<file path="src/rtl/prop_delay_meter.sv">
// Propagation-delay meter: watches a gate's input (stim) and output (resp),
// times each stim edge until resp reaches the expected level, and reports
// the delay in clock cycles. Timeout and overrun are sticky flags.
//
//  state   | meaning
//  --------+---------------------------------------------------------------
//  ST_IDLE | no measurement in flight; waiting for a stim edge
//  ST_WAIT | stim edge seen, counting cycles until the expected resp edge
module prop_delay_meter #(
    parameter int CNT_W   = 16,
    parameter int TIMEOUT = 1000,
    parameter bit INVERT  = 1'b1
) (
    input  logic             clk,
    input  logic             reset,
    input  logic             stim,
    input  logic             resp,
    input  logic             en,
    input  logic             clr,
    output logic [CNT_W-1:0] tplh,
    output logic [CNT_W-1:0] tphl,
    output logic             meas_valid,
    output logic             meas_dir,
    output logic             busy,
    output logic             timeout,
    output logic             overrun
);

    // The counter must be able to hold TIMEOUT, and a zero timeout is meaningless.
    if (TIMEOUT < 1 || (64'(TIMEOUT) >> CNT_W) != 0) begin : g_bad_param
        $error("prop_delay_meter: TIMEOUT must be in 1 .. 2**CNT_W-1");
    end

    localparam logic [CNT_W-1:0] TIMEOUT_C = CNT_W'(TIMEOUT);

    typedef enum logic {
        ST_IDLE = 1'b0,
        ST_WAIT = 1'b1
    } state_t;

    state_t           state_q;
    logic [CNT_W-1:0] cnt_q;
    logic             stim_q;
    logic             resp_q;
    logic             exp_q;
    logic [CNT_W-1:0] tplh_q;
    logic [CNT_W-1:0] tphl_q;
    logic             meas_valid_q;
    logic             meas_dir_q;
    logic             timeout_q;
    logic             overrun_q;

    logic stim_edge;
    logic resp_edge;
    logic exp_d;
    logic hit_now;
    logic hit_wait;

    // Edge detection against last cycle's samples; exp_d is the level the
    // gate should settle to for the stim value seen this cycle.
    always_comb begin
        stim_edge = stim ^ stim_q;
        resp_edge = resp ^ resp_q;
        exp_d     = INVERT ? ~stim : stim;
        hit_now   = resp_edge && (resp == exp_d);
        hit_wait  = resp_edge && (resp == exp_q);
    end

    // Measurement FSM with registered results and sticky flags.
    always_ff @(posedge clk or posedge reset) begin
        if (reset) begin
            state_q      <= ST_IDLE;
            cnt_q        <= '0;
            stim_q       <= 1'b0;
            resp_q       <= 1'b0;
            exp_q        <= 1'b0;
            tplh_q       <= '0;
            tphl_q       <= '0;
            meas_valid_q <= 1'b0;
            meas_dir_q   <= 1'b0;
            timeout_q    <= 1'b0;
            overrun_q    <= 1'b0;
        end else begin
            stim_q       <= stim;
            resp_q       <= resp;
            meas_valid_q <= 1'b0;
            // Clearing first lets a same-cycle set below take priority.
            if (clr) begin
                timeout_q <= 1'b0;
                overrun_q <= 1'b0;
            end
            if (!en) begin
                state_q <= ST_IDLE;
                cnt_q   <= '0;
            end else begin
                case (state_q)
                    ST_IDLE: begin
                        if (stim_edge) begin
                            if (hit_now) begin
                                if (exp_d) tplh_q <= '0;
                                else       tphl_q <= '0;
                                meas_dir_q   <= exp_d;
                                meas_valid_q <= 1'b1;
                            end else begin
                                state_q <= ST_WAIT;
                                cnt_q   <= CNT_W'(1);
                                exp_q   <= exp_d;
                            end
                        end
                    end
                    ST_WAIT: begin
                        if (stim_edge) begin
                            // A fresh stim edge restarts timing even if resp matched.
                            overrun_q <= 1'b1;
                            cnt_q     <= CNT_W'(1);
                            exp_q     <= exp_d;
                        end else if (hit_wait) begin
                            if (exp_q) tplh_q <= cnt_q;
                            else       tphl_q <= cnt_q;
                            meas_dir_q   <= exp_q;
                            meas_valid_q <= 1'b1;
                            state_q      <= ST_IDLE;
                            cnt_q        <= '0;
                        end else if (cnt_q == TIMEOUT_C) begin
                            timeout_q <= 1'b1;
                            state_q   <= ST_IDLE;
                            cnt_q     <= '0;
                        end else begin
                            cnt_q <= cnt_q + CNT_W'(1);
                        end
                    end
                    default: begin
                        state_q <= ST_IDLE;
                        cnt_q   <= '0;
                    end
                endcase
            end
        end
    end

    assign tplh       = tplh_q;
    assign tphl       = tphl_q;
    assign meas_valid = meas_valid_q;
    assign meas_dir   = meas_dir_q;
    assign busy       = (state_q == ST_WAIT);
    assign timeout    = timeout_q;
    assign overrun    = overrun_q;

endmodule

</file>
<file path="config.mk">
export PLATFORM = sky130hd
export DESIGN_NAME = prop_delay_meter
export DESIGN_NICKNAME = d
export VERILOG_FILES = /design/src/rtl/prop_delay_meter.sv
export SDC_FILE = /design/constraint.sdc
export NUM_CORES = 1
export LEC_CHECK = 0
export ABC_AREA = 0
export BUFFER_PORTS_ARGS = -buffer_cell sky130_fd_sc_hd__buf_2
export CAP_MARGIN = 15
export CORE_ASPECT_RATIO = 1.75
export CORE_MARGIN = 2
export CORE_UTILIZATION = 50
export CTS_CLUSTER_DIAMETER = 40
export DETAILED_ROUTE_END_ITERATION = 10
export PLACE_DENSITY = 0.79
export REMOVE_ABC_BUFFERS = 1
export SLEW_MARGIN = 20
export SYNTH_ARGS = -nofsm -noshare
export SYNTH_HDL_FRONTEND = slang
export SYNTH_SLANG_ARGS = --single-unit
export TNS_END_PERCENT = 50
</file>
<file path="constraint.sdc">
create_clock -name clk -period 6 [get_ports clk]
set_input_delay 0.6 -clock clk [delete_from_list [all_inputs] [get_ports clk]]
set_output_delay 0.6 -clock clk [all_outputs]
set_load 0.01 [all_outputs]
</file>
Word-level counts from Yosys, hierarchy flattened:

Index checks and enable logic that the tools add are counted.

* input port bits: 6
* flip-flop bits (word level): 56

* bitwise gates (word level): 4
* equality and inequality tests: 15
* reductions and logical operators: 7
* muxes and demuxes: 53
* $add $sub $neg: 1

Operators with widths (number)
* two-way mux 16 bit: 18
* case mux 16 bit (2 select lines): 3
* two-way mux 1 bit: 28
* adder 16 x 1 -> 16 bit (second input constant): 1
* == test 16 x 10 -> 1 bit (second input constant): 1
* != test 2 bit (second input constant): 7
* AND reduction 7 bit: 2
* case mux 1 bit (2 select lines): 4
* != test 2 x 1 -> 1 bit (second input constant): 3
* != test 3 bit (second input constant): 2
* AND reduction 5 bit: 1
* AND reduction 4 bit: 1
* == test 1 bit: 2
* logical AND 1 bit: 2
* NOT 1 bit: 2
* AND reduction 2 bit: 1
* XOR 1 bit: 2

Logic depth before layout (Yosys ltp):

* depth in word-level cells: 7
* depth in mapped cells: 9

Least setup slack after synthesis:

OpenSTA, ideal clock, no wires.

* path kind: input-to-reg
* from: input stim
* to: register tplh_q[0], in the netlist tplh[0]
* slack: 3.864 ns
* path buffers: 2
* data arrival time: 2.056 ns
* setup time: 0.079 ns
* cell stages on the path: 9
* cell sequence: xor2_2 inv_1 ha_1 nand2b_1 nor2_1 and3_1 buf_4 buf_4 mux2i_1

* cells in the longest elaborated chain, start to end: 5
* elaborated cells on any way between the ends: 9

Ends and longest elaborated chain
* from (decl): RTL line 16 `input logic stim,`
* NOT 1 bit: RTL line 64 `exp_d = INVERT ? ~stim : stim;`
* == test 1 bit: RTL line 65 `hit_now = resp_edge && (resp == exp_d);`
* logical AND 1 bit: RTL line 65
* != test 2 bit (no source line)
* AND reduction 7 bit (no source line) (*)
* to (signal assigned): RTL line 118 `if (exp_q) tplh_q <= cnt_q;`
* to (decl): RTL line 46 `logic [CNT_W-1:0] tplh_q;`

Mark *: on every way between the ends. The rest lies on a longest branch, timed or not.
A chain may end at the register's enable or synchronous reset.

Worst setup path in the final report:

* from: register state_q, in the netlist busy
* to: register tplh_q[11], in the netlist tplh[11]

* cells in the longest elaborated chain, start to end: 3
* elaborated cells on any way between the ends: 9

Ends and longest elaborated chain
* from (decl): RTL line 41 `state_t state_q;`
* from (signal assigned): RTL line 72 `state_q <= ST_IDLE;`
* from (signal assigned): RTL line 93 `state_q <= ST_IDLE;`
* from (signal assigned): RTL line 105 `state_q <= ST_WAIT;`
* NOT 1 bit
* != test 2 bit (no source line)
* AND reduction 7 bit (no source line)

Several ways; a longest one is shown, not always the timed one.

==> results.yml <==
placed_design:
  globalplace.congestion: 0.862
  place_inst: 370
  dp_hpwl_um: 4000
  io_buffers: 42
logic_synthesis:
  syn_avg_cell_area_um2: 10.6
  ys_types: 52
  synth-seq-cells: 56
  synthCells: 264
  syn_area_um2: 2810
  synth-edff-count: 0
  yosysSeqAreaShare: 0.499
  synth-main-ff-cell: "dfrtp_1"
  yosysWarnings: 0
  synthArstFlopShare: 1.00
grt:
  grt_pass1_wl_um: 9490
  overflow: 0
  grt_max_degree: 57
  antenna_found_initial: 0
  grt_usage: 0.203
  grt_pass1_vias: 2036
cts:
  numCtsBuffers: 5
  cts-htree-levels: 2
  cts_resized: 0
  cts_tree: "done"
  clk_pin_slew_worst_paths_ps: 90
  cts_num_sinks: 56
  post-cts-setup-buffers: 0
  clock_path_buffers: 2
  clk_latency_ps: 310
  root_buffer: "clkbuf_8"
  cts_hold_buf: 0
worst_setup_path:
  crit_buf_inv: 1
  critical_path.cell_chain: "inv_1 -> ha_1 -> nand2b_1 -> nor2_1 -> and3_1 -> mux2_2"
  end_kind: "register"
  crit_fanout: 26
  r2r-end: "tplh[11]"
  cp-start-kind: "register"
  rrSetupSlack_ps: 3120
  r2r_cells: 6
  crit_arrival_ps: 3080
  slowest_stage: "dfrtp_1"
  crit_family: "simple AND/OR/NAND/NOR gates"
  cpPeakStageDelay_ps: 850
  path_class: "reg2reg"
  r2r_start: "busy"
  worstPathRequired_ps: 6210
finish:
  post-route-util: 0.571
  layout-drive-gt1-share: 0.252
  nets: 312
  final_common_cell: "dfrtp_1"
  mostFrequentLayoutCells: "dfrtp_1, buf_2, nand2_1, inv_1, o21ai_0"
  nFillCells: 511
  syn2layout_area_growth_pct: 11.7
  finalNonFillerCells: 378
  num_antenna_cells: 0
sta:
  fmax_mhz: 348
  setup_tns_ps: 0
  finalSetupViolCount: 0
  hold_viol: 0
  layout_min_cycle_time_ps: 2880
  finClkSkew_ps: 7.09
  worst_pin_slew_ps: 1090
  drv_slew: 0
  rsz0062_at_grt: "false"
  max_slew_margin: 0.271
  min_period_over_period: 0.480
hold_path:
  hold_class: "in2async"
die:
  die_h_um: 103
  core_area_um2: 5500
  initial_core_util: 0.511
  core.rowCount: 36
  dieArea_um2: 6260
  die_x_um: 60.7
  pin_count: 43
power_and_ir_drop:
  power_density_nw_per_um2: 239
  leakage_uw: 0.00148
  vdd_ir_drop_max_v: 0.000156
detailed_routing:
  detail-route-antenna-nets: 0
  routedWlPerCell_um: 15.2
  routed_via_density: 5.66
  drt_first_pass_iters: 4
  wirelength_um: 5740
  num_vias: 2140
  drc: 0
  drtIter0Drc: 64
flow_run:
  maxCapViolations: 0
run_status:
  outcome: "finished clean"
## how the worst max path moves through the flow
stage,startpoint,to,depth (start not counted)
after floorplan,stim,tplh[10],7
after global placement,stim,tplh[13],8
after detailed placement,stim,tplh[11],8
after CTS,busy,tplh[12],6
after global routing,busy,tplh[11],6
final,busy,tplh[11],6
## metal layers
layer	routed length, µm	track usage	vias to the layer above
met4	102	0.0853	0
met3	194	0.0389	8
met1	2290	0.240	1064
li1	-	-	1020
met5	0	0	-
met2	3160	0.350	48
## stage by stage
step / cell area [µm²] / power, µW / setup WS [ps] / hold WS (ps)
6_report: 3140 / 751 / 3120 / 469
5_1_grt: 3140 / 788 / 2830 / 470
4_1_cts: 3130 / 759 / 3050 / 471
3_5_place_dp: 3040 / 547 / 2830 / 465
3_3_place_gp: 3040 / 543 / 3040 / 458
2_1_floorplan: 2730 / 499 / 3490 / 481
## tightest hold or removal path: cells and delay by family
kind	cells	cell delay [ps]
buf+inv	3	680
## synthesized netlist by cell type, drive strengths merged (3+ instances only)
library cell	instances	share of area
buf	8	0.022
nor2b	3	0.0067
nand3	10	0.018
inv	18	0.024
o21ai	18	0.032
mux2i	10	0.036
xor2	3	0.012
mux2	12	0.048
and4	5	0.017
and2	7	0.016
nand2	30	0.043
nand2b	4	0.0089
nor2	4	0.0053
ha	5	0.022
o211ai	3	0.0098
dfrtp	56	0.50
clkbuf	5	0.0071
or4	3	0.0080
o31ai	5	0.013
nand3b	4	0.011
a31oi	12	0.027
and3	6	0.014
a21oi	6	0.012
a41oi	4	0.012
## where the power goes
group / internal [µW] / switching (µW)
logic: 43.5 / 67.4
clock network: 94.5 / 118
registers: 403 / 24.3
total: 541 / 210
## logic make-up (layout without fill, tap and decap cells)
group                      count (synthesis)  after routing  share of synthesized area
muxes                                     22             22                     0.0837
xor gates and xnor gates                   3              3                     0.0120
and+or+nand+nor                           91             91                      0.191
buffers and inverters                     31             69                     0.0534
DFF                                       56             56                      0.499
adders and majority gates                  5              5                     0.0223
AOI/OAI and AO/OA                         56             56                      0.139
## area by class of cell
cell class,instances,area (µm²),share of cell area
clock buffers,8,90.1,0.0287
inverters,18,67.6,0.0215
multi-input cells,177,1270,0.404
flip-flops and latches,56,1400,0.447
well taps,76,95.1,0.0303
repair buffers,43,218,0.0694
(Power assumes the default switching activity.)
